--- src/rtl/rf_wb_arbiter.sv ---
// rf_wb_arbiter: arbitrates up to four writeback requesters onto a single
// register-file write port. Round-robin priority with a starvation override,
// a flush that suppresses grants, and a one-cycle registered write output.
module rf_wb_arbiter #(
  parameter int NUM_REQ  = 3,
  parameter int MAX_WAIT = 4
) (
  input  logic                  clk,
  input  logic                  rst,
  input  logic [NUM_REQ-1:0]    req_valid,
  input  logic [NUM_REQ*5-1:0]  req_rd,
  input  logic [NUM_REQ*32-1:0] req_data,
  output logic [NUM_REQ-1:0]    req_ready,
  input  logic                  flush,
  output logic                  wen,
  output logic [4:0]            rd,
  output logic [31:0]           w_data,
  output logic [1:0]            grant_id
);

  localparam logic [3:0] MAX_W = 4'(MAX_WAIT);

  // Unpacked views of the flattened request buses
  logic [4:0]  rd_arr   [NUM_REQ];
  logic [31:0] data_arr [NUM_REQ];

  // Per-requester starvation state
  logic [3:0]  wait_q   [NUM_REQ];
  logic [3:0]  wait_d   [NUM_REQ];
  logic [NUM_REQ-1:0] starving;

  // Arbitration result for the current cycle
  logic        grant_found;
  logic [1:0]  grant_idx;

  // Round-robin pointer: names the highest-priority requester
  logic [1:0]  rr_ptr_q;
  logic [1:0]  rr_ptr_d;

  // Registered write port
  logic        wen_q;
  logic        wen_d;
  logic [4:0]  rd_q;
  logic [4:0]  rd_d;
  logic [31:0] w_data_q;
  logic [31:0] w_data_d;
  logic [1:0]  grant_id_q;
  logic [1:0]  grant_id_d;

  // (base + k) mod NUM_REQ, with base < NUM_REQ and k < NUM_REQ + 1
  function automatic logic [1:0] wrap_add(input logic [1:0] base, input int k);
    int s;
    s = int'(base) + k;
    if (s >= NUM_REQ) begin
      s = s - NUM_REQ;
    end
    return s[1:0];
  endfunction

  generate
    for (genvar gi = 0; gi < NUM_REQ; gi++) begin : g_req
      assign rd_arr[gi]   = req_rd[5*gi +: 5];
      assign data_arr[gi] = req_data[32*gi +: 32];
      assign starving[gi] = req_valid[gi] && (wait_q[gi] == MAX_W);

      // A requester is ready only in the cycle it wins arbitration
      assign req_ready[gi] = grant_found && (grant_idx == 2'(gi));

      // Wait counter: count denied cycles, saturate, clear on grant/idle/flush
      always_comb begin
        wait_d[gi] = wait_q[gi];
        if (flush || !req_valid[gi] || req_ready[gi]) begin
          wait_d[gi] = 4'd0;
        end else if (wait_q[gi] != MAX_W) begin
          wait_d[gi] = wait_q[gi] + 4'd1;
        end
      end

      // Wait counter register
      always_ff @(posedge clk or posedge rst) begin
        if (rst) begin
          wait_q[gi] <= 4'd0;
        end else begin
          wait_q[gi] <= wait_d[gi];
        end
      end
    end
  endgenerate

  // Pick the winner: lowest starving requester first, else round-robin from rr_ptr.
  // Nothing is granted during flush or while reset is held.
  always_comb begin
    grant_found = 1'b0;
    grant_idx   = 2'd0;
    if (!flush && !rst) begin
      for (int i = 0; i < NUM_REQ; i++) begin
        if (!grant_found && starving[i]) begin
          grant_found = 1'b1;
          grant_idx   = 2'(i);
        end
      end
      for (int k = 0; k < NUM_REQ; k++) begin
        if (!grant_found && req_valid[wrap_add(rr_ptr_q, k)]) begin
          grant_found = 1'b1;
          grant_idx   = wrap_add(rr_ptr_q, k);
        end
      end
    end
  end

  // Next pointer and next write-port contents from the arbitration result
  always_comb begin
    rr_ptr_d   = rr_ptr_q;
    wen_d      = 1'b0;
    rd_d       = rd_q;
    w_data_d   = w_data_q;
    grant_id_d = grant_id_q;
    if (grant_found) begin
      rr_ptr_d   = wrap_add(grant_idx, 1);
      // x0 is hardwired to zero: accept the transfer but never write it
      wen_d      = (rd_arr[grant_idx] != 5'd0);
      rd_d       = rd_arr[grant_idx];
      w_data_d   = data_arr[grant_idx];
      grant_id_d = grant_idx;
    end
  end

  // Pointer and write-port registers
  always_ff @(posedge clk or posedge rst) begin
    if (rst) begin
      rr_ptr_q   <= 2'd0;
      wen_q      <= 1'b0;
      rd_q       <= 5'd0;
      w_data_q   <= 32'd0;
      grant_id_q <= 2'd0;
    end else begin
      rr_ptr_q   <= rr_ptr_d;
      wen_q      <= wen_d;
      rd_q       <= rd_d;
      w_data_q   <= w_data_d;
      grant_id_q <= grant_id_d;
    end
  end

  assign wen      = wen_q;
  assign rd       = rd_q;
  assign w_data   = w_data_q;
  assign grant_id = grant_id_q;

endmodule

--- config.mk ---
export PLATFORM = sky130hd
export DESIGN_NAME = rf_wb_arbiter
export DESIGN_NICKNAME = d
export VERILOG_FILES = /design/src/rtl/rf_wb_arbiter.sv
export SDC_FILE = /design/constraint.sdc
export NUM_CORES = 1
export LEC_CHECK = 0
export BUFFER_PORTS_ARGS = -buffer_cell sky130_fd_sc_hd__buf_4
export CAP_MARGIN = 20
export CORE_ASPECT_RATIO = 1.4
export CORE_UTILIZATION = 42
export DETAILED_ROUTE_END_ITERATION = 6
export PLACE_DENSITY = 0.81
export REMOVE_ABC_BUFFERS = 1
export SETUP_SLACK_MARGIN = 0.15
export SYNTH_ARGS = -nofsm -noshare
export SYNTH_HDL_FRONTEND = slang
export SYNTH_SLANG_ARGS = --single-unit
--- constraint.sdc ---
create_clock -name clk -period 3.1 [get_ports clk]
set_input_delay 0.155 -clock clk [delete_from_list [all_inputs] [get_ports clk]]
set_output_delay 0.155 -clock clk [all_outputs]
set_load 0.01 [all_outputs]
==> out/qor_table.md, run 1 <==
| Parameter | This run | Unit |
|---|---|---|
| Outcome | completed | - |
| Unrepaired setup endpoints after global routing | yes | - |
| Count of antenna-violating nets left after detailed routing | 0 | - |
| Post-Route WL | 8960 | microns |
| Crit path cell chain | inv_1 > ha_4 > inv_2 > or4_4 > a311oi_4 > o211ai_4 > inv_1 > ha_1 > inv_1 > nor2_1 > buf_4 | - |
| Mean area per synthesized cell | 10.1 | sq um |
| FF-to-FF path depth | 11 | - |
| Synth async-reset ratio | 100 | % |
| Max frequency | 348 | MHz |
| Clock Latency Late Sink | 0.30 | ns |
| Worst vdd ir | 0.369 | mV |
| Hold Vio Cnt, Final | 0 | - |
| Number of buffers inserted during clock tree synthesis | 5 | - |
| Endpoint kind of the worst setup timing path | primary output | - |
| Relative contribution of sequential cells to total power | 33.1 | % |
| Clock share of power | 16.7 | % |
| Initial detailed-routing violation count | 171 | - |
| Max Root-Sink Buffers | 2 | - |
| Synthesized flop and latch total | 54 | - |
| Number of clock sinks | 54 | - |
| Slew of the pin with the lowest slew margin | 0.750 | ns |
| Max_slew headroom | 50.0 | % |
| Cell type with the highest aggregate area in the netlist | dfrtp_1 | - |
| Total track usage | 21.7 | % |
| Placeable core area | 7450 | sq um |
| Critical path startpoint | rr_ptr_q[1]$_DFFE_PP0P_ | - |
| Number of different library cells in the post-synthesis netlist | 51 | - |
| Internal Dissipation | 2.23 | mW |
| Fraction of layout instances using a drive strength above 1 | 44.7 | % |
| Endpoint of the worst register-to-register path | wait_q[1]$_DFFE_PP0P_ | - |
| Dominant synthesized flop cell | dfrtp_1 | - |
| Category of the most critical setup path | reg -> out | - |
| Final worst setup slack | 0.223 | ns |
| Global placement routability congestion | 0.893 | - |
| Fin crit share | 92.8 | % |
| Antenna diode instance count | 0 | - |
| Worst setup endpoint | req_ready[1] | - |
| Overall power of the completed layout | 3.43 | mW |
| Maximum number of pins on one net before global-route repair | 37 | - |
| Global-route wire length before repair | 14100 | microns |
| Reg2reg setup slack | 0.27 | ns |
| Sequential cell area | 1350 | sq um |
| Clock-pin slew on the worst setup and hold paths | 0.10 | ns |
| Crit path arrival time | 2.72 | ns |
| Floorplan die width | 76.4 | microns |
| Largest cells by area after synthesis | dfrtp_1 (41%), mux2i_1 (11%), a22oi_1 (6.7%) | - |
| Multi-input combinational cell area | 1810 | sq um |
| Leak Pwr | 2.49 | nW |
| I/O pin count | 160 | - |
| Detailed-route vias per instance | 5.38 | - |
| Final setup violation count | 0 | - |
| Count of yosys warnings during synthesis | 0 | - |
| Clock tree from TritonCTS | built | - |
| Launch point of the worst reg-to-reg path | rr_ptr_q[1]$_DFFE_PP0P_ | - |
| Clock root buffer | clkbuf_8 | - |
| Number of enable flip-flop cells after synthesis | 0 | - |
| Number of nets in the layout | 613 | - |
| Fraction of post-synthesis cell area in the top cell type by area | 41.5 | % |
| Cell count after synthesis | 322 | - |
| Worst Path Required | 2.94 | ns |
| Cell at the slowest stage of the critical path | or4_4 | - |
| Sequential cell area fraction in the yosys report | 41.5 | % |
| Setup Skew | 0.00410 | ns |
| Setup Slack @ Placement | 0.0812 | ns |
| Most common cell after layout, fill and taps aside | buf_4 | - |
| Crit path max fanout | 8 | - |
| Input/output buffers | 159 | - |
| Std-Cell Rows | 37 | - |
| Slew Viols, Final | 0 | - |
| Number of hold buffers added after cts | 0 | - |
| Mapped cell area | 3260 | sq um |
| DRC violations left | 0 | - |
| CTS H-tree depth | 2 | - |
| Syn-to-layout area delta | 48.9 | % |
| Part of the power in combinational logic | 50.3 | % |
| Max-cap violations | 0 | - |
| Highest-count cells in the layout ignoring fill and taps | buf_4 (175), dfrtp_1 (54), mux2i_1 (36) | - |
| Startpoint Class | flip-flop | - |
| Antenna violations before repair | 0 | - |
| Die extent in y | 106 | microns |
| Class of the tightest hold or removal check | in -> async | - |
| Minimum hold slack | 0.00690 | ns |
| Total overflow reported by the global router | 0 | - |
| Detailed-routing iteration count for the pre-antenna-repair pass | 5 | - |
| Average wire per cell in the routed design | 15.4 | microns |
| Net switching power of the design | 1.20 | mW |
| Half-perimeter wire length after placement | 6910 | microns |
| Via count of the first global-routing pass | 3129 | - |
| Total Die Area | 8120 | sq um |
| Vias | 3130 | - |
| Crit path largest cell delay | 0.55 | ns |
| Most Frequent Cell on Critical Path | inv_1 | - |
| Power per Cell Area | 706 | nW/um^2 |
| Switching share of power | 34.9 | % |
| Filler Cells Inserted | 609 | - |
| Starting density of the core | 43.7 | % |
| Crit path time final | 2.88 | ns |
-- worst min path at each step --
stage,depth (start not counted),endpoint,from,slack [ns]
final,2,wait_q[11]$_DFFE_PP0P_,rst,0.007
after global routing,2,wait_q[11]$_DFFE_PP0P_,rst,0.06
after CTS,2,wait_q[11]$_DFFE_PP0P_,rst,0.03
after detailed placement,2,rd[1]$_DFFE_PP0P_,rst,0.37
after global placement,2,rd[1]$_DFFE_PP0P_,rst,0.36
after floorplan,2,w_data[0]$_DFFE_PP0P_,req_data[64],0.31
-- power by group through the flow --
stage / logic (mW) / registers, mW / clock network, mW
final: 1.72 / 1.13 / 0.571
after global routing: 1.87 / 1.16 / 0.613
after CTS: 1.62 / 1.13 / 0.587
after detailed placement: 1.62 / 1.14 / 0
after global placement: 1.57 / 1.14 / 0
after floorplan: 0.748 / 1.24 / 0
-- worst max-delay path, delay by kind of cell, from the launching register on --
family	cells	cell delay (ns)
DFF	1	0.40
adders and majority gates	2	0.34
buffers and inverters	5	0.49
AOI/OAI and AO/OA	2	0.47
and+or+nand+nor	2	0.72
-- stage by stage --
stage	utilization (%)	instance area (sq um)	std cells	setup TNS, ns
detailed placement	61.4	4580	568	0
CTS	63.5	4730	576	0
global route	65.1	4850	582	0
floorplan	-	3130	299	-62.39
global placement	61.4	4580	568	0
finish	65.1	4850	582	0
-- synthesized netlist by cell type, types with 3 or more instances --
library cell and count:
a21oi_1 8, a22oi_1 29, buf_2 12, buf_4 4
clkbuf_1 6, dfrtp_1 54, ha_1 12, inv_1 14
mux2_2 9, mux2i_1 37, nand2_1 18, nand2b_1 5
nand3_1 7, nand3b_1 4, nor2_1 17, nor3_1 3
o21ai_0 34, o21ai_1 6, o22ai_1 3, xnor2_1 3
-- routing by layer --
layer	global-route usage, %	vias up	wire, microns
li1	-	1492	-
met1	24.3	1496	3510
met2	41.2	131	4900
met3	3.52	11	477
met4	7.28	0	72
met5	0	-	0
-- logic make-up (layout without fill, tap and decap cells) --
kind of cell,count (synthesis),after routing,synth area share [%]
DFF,54,54,41.5
and+or+nand+nor,67,67,10.7
buffers and inverters,39,202,5.65
xor gates and xnor gates,3,3,0.807
AOI/OAI and AO/OA,97,97,20.0
adders and majority gates,12,12,4.61
muxes,50,50,16.8
-- layout make-up --
class	instances	area share, %
multi-input cells	229	37.2
inverters	16	1.50
flip-flops and latches	54	27.9
repair buffers	178	28.0
well taps	97	2.50
clock buffers	6	1.70
clock inverters	2	1.24
-- repair_timing --
action / 4_1_cts / 5_1_grt
hold endpoints to repair: 0 / 0
endpoints found under the setup margin: 14 / 20
pin swaps: 1 / 5
gates resized for setup: 4 / 13
setup buffers: 0 / 6
-- flip-flops by register name, indices dropped and copies added, names as in the netlist --
signal	cells
w_data	32
wait_q	12
rd	5
grant_id	2
rr_ptr_q	2
wen	1
(Power assumes the default switching activity.)
==> inputs of run 2 (changes only) <==
--- a/config.mk
+++ b/config.mk
@@ -10,6 +10,7 @@
 export CORE_ASPECT_RATIO = 1.4
 export CORE_UTILIZATION = 42
 export DETAILED_ROUTE_END_ITERATION = 6
+export MAX_ROUTING_LAYER = met4
 export PLACE_DENSITY = 0.81
 export REMOVE_ABC_BUFFERS = 1
 export SETUP_SLACK_MARGIN = 0.15
==> run 2 against run 1 <==
Net effect:
- power hardly changed
- clock skew is essentially flat
- sequential cell count did not move
- first-iteration DRC count down 1.8%
- sequential power barely moved
- count of clock-buffer cells in the layout unchanged
- sequential share of layout area stayed put
- fmax hardly changed
- via count rose by 0.29%
- core utilization unchanged
- register-to-register slack about the same
- critical path depth unchanged
- largest power group unchanged
==> out/qor_table.md, run 2 (synthesis results as in run 1) <==
| Parameter | This run | Unit | vs previous |
|---|---|---|---|
| Switching share of power | 34.9 | % | about the same |
| Post-Route WL | 8970 | microns | about the same |
| Max_slew headroom | 50.2 | % | +0.25 points |
| Relative contribution of sequential cells to total power | 33.0 | % | about the same |
| I/O pin count | 160 | - | unchanged |
| Number of nets in the layout | 613 | - | unchanged |
| Maximum number of pins on one net before global-route repair | 37 | - | unchanged |
| Detailed-routing iteration count for the pre-antenna-repair pass | 4 | - | -1 |
| Antenna violations before repair | 0 | - | unchanged |
| Worst vdd ir | 0.369 | mV | about the same |
| Global-route wire length before repair | 14100 | microns | about the same |
| DRC violations left | 0 | - | unchanged |
| Category of the most critical setup path | reg -> out | - |  |
| Count of antenna-violating nets left after detailed routing | 0 | - | unchanged |
| Fraction of layout instances using a drive strength above 1 | 44.7 | % | unchanged |
| Power per Cell Area | 706 | nW/um^2 | about the same |
| Overall power of the completed layout | 3.43 | mW | about the same |
| Clock tree from TritonCTS | built | - |  |
| Number of clock sinks | 54 | - | unchanged |
| Starting density of the core | 43.7 | % | unchanged |
| Slew Viols, Final | 0 | - | unchanged |
| CTS H-tree depth | 2 | - | unchanged |
| Input/output buffers | 159 | - | unchanged |
| Total track usage | 22.4 | % | +0.64 points |
| Detailed-route vias per instance | 5.39 | - | +0.29% |
| Global placement routability congestion | 0.908 | - | +1.7% |
| Endpoint kind of the worst setup timing path | primary output | - |  |
| Clock share of power | 16.7 | % | about the same |
| Outcome | completed | - |  |
| Placeable core area | 7450 | sq um | unchanged |
| Leak Pwr | 2.49 | nW | unchanged |
| Max-cap violations | 0 | - | unchanged |
| Antenna diode instance count | 0 | - | unchanged |
| Std-Cell Rows | 37 | - | unchanged |
| Max frequency | 348 | MHz | about the same |
| Total overflow reported by the global router | 0 | - | unchanged |
| Total Die Area | 8120 | sq um | unchanged |
| Crit path max fanout | 8 | - | unchanged |
| Part of the power in combinational logic | 50.3 | % | about the same |
| Syn-to-layout area delta | 48.9 | % | unchanged |
| Hold Vio Cnt, Final | 0 | - | unchanged |
| Flip-flop count of the largest register, all copies and words added | 32 | - | unchanged |
| Clock Latency Late Sink | 0.30 | ns | about the same |
| Setup Skew | 0.00394 | ns | -0.000166 ns |
| Total Negative Setup Slacks | 0 | ns | unchanged |
| Fin crit share | 92.8 | % | about the same |
| Number of buffers inserted during clock tree synthesis | 5 | - | unchanged |
| Crit path time final | 2.88 | ns | -0.000927 ns |
| Class of the tightest hold or removal check | in -> async | - |  |
| Half-perimeter wire length after placement | 6910 | microns | unchanged |
| Most common cell after layout, fill and taps aside | buf_4 | - |  |
| Clock-pin slew on the worst setup and hold paths | 0.10 | ns | about the same |
| Die extent in y | 106 | microns | unchanged |
| Unrepaired setup endpoints after global routing | yes | - |  |
| Final setup violation count | 0 | - | unchanged |
| Max Root-Sink Buffers | 2 | - | unchanged |
| Startpoint Class | flip-flop | - |  |
| Filler Cells Inserted | 609 | - | unchanged |
| Net switching power of the design | 1.20 | mW | -0.13% |
| Average wire per cell in the routed design | 15.4 | microns | about the same |
| Reg2reg setup slack | 0.27 | ns | about the same |
| Initial detailed-routing violation count | 168 | - | -1.8% |
| Slew of the pin with the lowest slew margin | 0.746 | ns | -0.00377 ns |
| Via count of the first global-routing pass | 3130 | - | +0.032% |
| Crit path arrival time | 2.72 | ns | about the same |
| Clock root buffer | clkbuf_8 | - |  |
| Floorplan die width | 76.4 | microns | unchanged |
| Internal Dissipation | 2.23 | mW | about the same |
| Worst Path Required | 2.94 | ns | about the same |
| Highest-count cells in the layout ignoring fill and taps | buf_4 (175), dfrtp_1 (54), mux2i_1 (36) | - |  |
| Vias | 3139 | - | +0.29% |
-- run 2: cell counts in the layout (fill, tap and decap cells not counted) --
No cell type changed its count.
-- run 2: final timing paths --
kind / depth (start not counted) / from / endpoint
max: 11 / rr_ptr_q[1]$_DFFE_PP0P_ / req_ready[1]
min: 2 / rst / wait_q[11]$_DFFE_PP0P_
max reg2reg: 11 / rr_ptr_q[1]$_DFFE_PP0P_ / wait_q[1]$_DFFE_PP0P_
min reg2reg: 2 / grant_id[1]$_DFFE_PP0P_ / grant_id[1]$_DFFE_PP0P_
max in group asynchronous: 3 / rst / rd[0]$_DFFE_PP0P_
min in group clk: 3 / req_data[84] / w_data[20]$_DFFE_PP0P_
-- run 2: worst max-delay path: stages (launching register included) --
cell	delay, ns
dfrtp_1	0.40
inv_1	0.10
ha_4	0.20
inv_2	0.06
or4_4	0.55
a311oi_4	0.31
o211ai_4	0.17
inv_1	0.13
ha_1	0.14
inv_1	0.04
nor2_1	0.17
buf_4	0.16
-- run 2: area by class of cell --
class / instances / area [sq um] / share of cell area (%)
Clock inverter: 2 / 60.1 / 1.24
Clock buffer: 6 / 82.6 / 1.70
Inverter: 16 / 72.6 / 1.50
Multi-Input combinational cell: 229 / 1810 / 37.2
Timing Repair Buffer: 178 / 1360 / 28.0
Tap cell: 97 / 121 / 2.50
Sequential cell: 54 / 1350 / 27.9
-- run 2: per-stage QoR --
step | cell area (sq um) | setup slack [ns] | hold WS [ns] | util (%) | std cells
6_report | 4850 | 0.223 | 0.00496 | 65.1 | 582
2_1_floorplan | 3130 | -1.39 | 0.309 | - | 299
4_1_cts | 4730 | 0.139 | 0.0306 | 63.5 | 576
3_5_place_dp | 4580 | 0.0812 | 0.367 | 61.4 | 568
5_1_grt | 4850 | 0.102 | 0.0599 | 65.1 | 582
3_3_place_gp | 4580 | 0.163 | 0.357 | 61.4 | 568
-- run 2: power groups by stage --
stage | clock network, mW | logic [mW] | registers (mW)
4_1_cts | 0.587 | 1.62 | 1.13
3_5_place_dp | 0 | 1.62 | 1.14
6_report | 0.571 | 1.72 | 1.13
2_1_floorplan | 0 | 0.748 | 1.24
5_1_grt | 0.613 | 1.87 | 1.16
3_3_place_gp | 0 | 1.57 | 1.14
-- run 2: metal layers --
layer  GRT usage (%)  vias to the layer above  wire [microns]
met5               -                        -               0
met3            2.66                       13             456
met4            7.28                        0             110
met2            41.2                      143            4870
met1            24.9                     1491            3530
li1                -                     1492               -
-- run 2: what timing repair did --
item / 4_1_cts / 5_1_grt
cloned: 0 / 0
setup buffers: 0 / 6
setup endpoints to repair: 14 / 20
resized for setup: 4 / 13
pin swaps: 1 / 5
hold buffers: 0 / 0
==> inputs of run 3 (changes only) <==
--- a/config.mk
+++ b/config.mk
@@ -5,10 +5,12 @@
 export SDC_FILE = /design/constraint.sdc
 export NUM_CORES = 1
 export LEC_CHECK = 0
+export ABC_AREA = 1
 export BUFFER_PORTS_ARGS = -buffer_cell sky130_fd_sc_hd__buf_4
 export CAP_MARGIN = 20
 export CORE_ASPECT_RATIO = 1.4
 export CORE_UTILIZATION = 42
+export CTS_CLUSTER_SIZE = 8
 export DETAILED_ROUTE_END_ITERATION = 6
 export MAX_ROUTING_LAYER = met4
 export PLACE_DENSITY = 0.81
==> run 3 against run 2 <==
Net effect:
- the run now ends with negative hold slack left
- via count grew 14%
- area after synthesis grew 2.0%
- fmax grew 2.3%
- critical path depth grew 2
- worst hold slack lost 0.012 ns
- combinational power grew 20%
- core utilization shrank 3.5 points
- setup slack gained 0.065 ns
- clock skew grew 0.0055 ns
- non-clock buffer count shrank 8
- sequential cell count is the same
- critical endpoint is now req_ready[0]
==> out/qor_table.md, run 3 <==
| Parameter | This run | Unit | vs previous |
|---|---|---|---|
| Via count of the first global-routing pass | 3578 | - | +14% |
| Initial detailed-routing violation count | 225 | - | +34% |
| Number of clock sinks | 54 | - | unchanged |
| Half-perimeter wire length after placement | 7330 | microns | +6.2% |
| Post-DP Area | 4560 | sq um | -0.52% |
| Number of different library cells in the post-synthesis netlist | 30 | - | -41% |
| Filler Cells Inserted | 700 | - | +15% |
| Antenna violations before repair | 0 | - | unchanged |
| Clock root buffer | clkbuf_8 | - |  |
| Most common cell after layout, fill and taps aside | buf_4 | - |  |
| Slew Viols, Final | 0 | - | unchanged |
| Crit path arrival time | 2.66 | ns | -0.06 ns |
| Std-Cell Rows | 38 | - | +2.7% |
| CTS H-tree depth | 2 | - | unchanged |
| Top cell types by occurrence after synthesis | nand2_1 (108), dfrtp_1 (54), nor2_1 (50), inv_1 (31), o21ai_0 (25) | - |  |
| Met3 layer wire length in the routed design | 559 | microns | +23% |
| Antenna diode instance count | 0 | - | unchanged |
| Crit path max fanout | 20 | - | +12 |
| Vias | 3589 | - | +14% |
| Power per Cell Area | 781 | nW/um^2 | +11% |
| Number of buffers inserted during clock tree synthesis | 5 | - | unchanged |
| Total Die Area | 8280 | sq um | +2.0% |
| I/O pin count | 160 | - | unchanged |
| Maximum number of pins on one net before global-route repair | 42 | - | +14% |
| Max_slew headroom | 48.7 | % | -1.5 points |
| Clock Latency Late Sink | 0.31 | ns | about the same |
| Number of nets in the layout | 711 | - | +16% |
| Worst Path Required | 2.94 | ns | about the same |
| Number of enable flip-flop cells after synthesis | 0 | - | unchanged |
| Endpoint kind of the worst setup timing path | primary output | - |  |
| Mean area per synthesized cell | 7.90 | sq um | -22% |
| Hold Vio Cnt, Final | 12 | - | +12 |
| DRC violations left | 0 | - | unchanged |
| Routed length on met2 | 5560 | microns | +14% |
| Total overflow reported by the global router | 0 | - | unchanged |
| Placeable core area | 7700 | sq um | +3.3% |
| Detailed-routing iteration count for the pre-antenna-repair pass | 4 | - | unchanged |
| Most common cell in the synthesized netlist | nand2_1 | - |  |
| Largest cells by area after synthesis | dfrtp_1 (41%), nand2_1 (12%), nor2_1 (5.6%) | - |  |
| Fraction of layout instances using a drive strength above 1 | 38.4 | % | -6.3 points |
| Outcome | finished, violations left | - |  |
| Synth async-reset ratio | 100 | % | unchanged |
| Class of the tightest hold or removal check | in -> async | - |  |
| Average wire per cell in the routed design | 14.6 | microns | -5.2% |
| Max-cap violations | 0 | - | unchanged |
| Input/output buffers | 159 | - | unchanged |
| Syn-to-layout area delta | 42.8 | % |  |
| Total Negative Setup Slacks | 0 | ns | unchanged |
| Category of the most critical setup path | reg -> out | - |  |
| Clock tree from TritonCTS | built | - |  |
| Starting density of the core | 43.2 | % | -0.55 points |
| Unrepaired setup endpoints after global routing | yes | - |  |
| Setup Skew | 0.00947 | ns | +0.00554 ns |
| Final cell area excluding filler cells | 4750 | sq um | -2.2% |
| Worst vdd ir | 0.384 | mV | +4.1% |
| Overall power of the completed layout | 3.70 | mW | +8.2% |
| Fraction of post-synthesis cell area in the top cell type by area | 40.6 | % | -0.83 points |
| Floorplan die width | 77.2 | microns | +0.98% |
| Flip-flop count of the largest register, all copies and words added | 32 | - | unchanged |
| Max layer used | met4 | - |  |
| Total track usage | 24.0 | % | +1.6 points |
| Cell count after synthesis | 421 | - | +31% |
| Clock-pin slew on the worst setup and hold paths | 0.10 | ns | about the same |
| Highest-count cells in the layout ignoring fill and taps | buf_4 (170), nand2_1 (108), dfrtp_1 (54) | - |  |
| Fin crit share | 90.7 | % | -2.1 points |
| Cell type with the highest aggregate area in the netlist | dfrtp_1 | - |  |
| Global placement routability congestion | 1.02 | - | +12% |
| Violated checks | negative hold slack | - |  |
| Slew of the pin with the lowest slew margin | 0.768 | ns | +0.0224 ns |
| Die extent in y | 107 | microns | +0.99% |
| Sequential cell area fraction in the yosys report | 40.6 | % | -0.83 points |
| Detailed-route vias per instance | 5.25 | - | -2.6% |
| Startpoint Class | flip-flop | - |  |
| Final setup violation count | 0 | - | unchanged |
| Count of yosys warnings during synthesis | 0 | - | unchanged |
| Dominant synthesized flop cell | dfrtp_1 | - |  |
| Crit path time final | 2.81 | ns | -0.0651 ns |
| Mapped cell area | 3320 | sq um | +2.0% |
| Max Root-Sink Buffers | 2 | - | unchanged |
| Global-route wire length before repair | 15600 | microns | +11% |
| Post-Route WL | 9980 | microns | +11% |
| Count of antenna-violating nets left after detailed routing | 0 | - | unchanged |
| Met1 Routed Length | 3760 | microns | +6.7% |
| Minimum hold slack | -0.00701 | ns | -0.0120 ns |
| Max frequency | 356 | MHz | +2.3% |
| Synthesized flop and latch total | 54 | - | unchanged |
| Leak Pwr | 2.41 | nW | -3.4% |
==> run 3: cell types whose count changed after synthesis, moves of 10 or more <==
cell	before	now
a22oi_1	29	0
inv_1	14	31
mux2i_1	37	0
nand2_1	18	108
nand3_1	7	24
nand4_1	0	10
nor2_1	17	50
o211ai_1	2	19
o21ai_2	0	10
==> run 3: path summary, 6_finish.rpt <==
path	from	slack, ns	to	depth (start not counted)
max	rr_ptr_q[0]$_DFFE_PP0P_	0.29	req_ready[0]	13
min	rst	-0.007	wait_q[10]$_DFFE_PP0P_	2
max reg2reg	rr_ptr_q[0]$_DFFE_PP0P_	0.45	w_data[22]$_DFFE_PP0P_	15
min reg2reg	grant_id[0]$_DFFE_PP0P_	0.49	grant_id[0]$_DFFE_PP0P_	2
max in group asynchronous	rst	2.46	w_data[16]$_DFFE_PP0P_	3
min in group clk	req_data[69]	0.06	w_data[5]$_DFFE_PP0P_	3
==> run 3: metrics by stage <==
stage | hold slack [ns] | util [%] | instances | setup WS [ns]
floorplan | 0.283 | - | 402 | 0.410
global placement | 0.347 | 59.1 | 667 | 0.353
detailed placement | 0.358 | 59.1 | 667 | 0.188
CTS | 0.0206 | 60.7 | 676 | 0.154
global route | 0.0406 | 61.6 | 683 | 0.0938
finish | -0.00701 | 61.6 | 683 | 0.289
==> run 3: final cells by class <==
class	instances	area, sq um	area share, %
repair inverters	2	13.8	0.290
clock inverters	3	40.0	0.844
multi-input cells	310	1710	36.0
flip-flops and latches	54	1350	28.5
well taps	100	125	2.64
repair buffers	170	1280	26.9
inverters	39	163	3.43
clock buffers	5	68.8	1.45
==> run 3: kinds of logic (layout without fill, tap and decap cells) <==
family | after synthesis | after routing | synth area share [%]
AO/OA/AOI/OAI | 84 | 84 | 17.7
flip-flops | 54 | 54 | 40.6
AND/OR/NAND/NOR | 209 | 210 | 27.6
adder cells (fa/ha/maj) | 12 | 12 | 4.52
buffers and inverters | 58 | 219 | 8.47
XOR/XNOR | 4 | 4 | 1.05
==> run 3: power by group <==
part	switching, mW	internal (mW)
clock	0.236	0.238
sequential	0.174	0.982
combinational	1.17	0.904
==> run 3: timing repair <==
item                                    in CTS  in global routing
cloned                                       1                  2
endpoints found under the setup margin       3                 32
buffers inserted                             0                  5
resized for setup                            1                  5
pin swaps                                    0                  1
hold buffers                                 0                  0
==> run 3: routing by layer <==
| layer | GRT usage (%) | up-vias |
|---|---|---|
| met5 | - | - |
| met4 | 6.87 | 0 |
| met3 | 2.54 | 6 |
| met2 | 44.6 | 145 |
| met1 | 26.9 | 1722 |
| li1 | - | 1716 |
==> run 3: critical path: stages, from the launching register on <==
cell and delay (ns):
dfrtp_1 0.36, inv_1 0.05, ha_1 0.35, inv_1 0.14
nand2_1 0.07, nand3_1 0.08, nand2_1 0.12, inv_2 0.10
nand4_1 0.15, nand2_4 0.28, clkinvlp_4 0.30, nand2_1 0.15
inv_1 0.06, buf_4 0.14
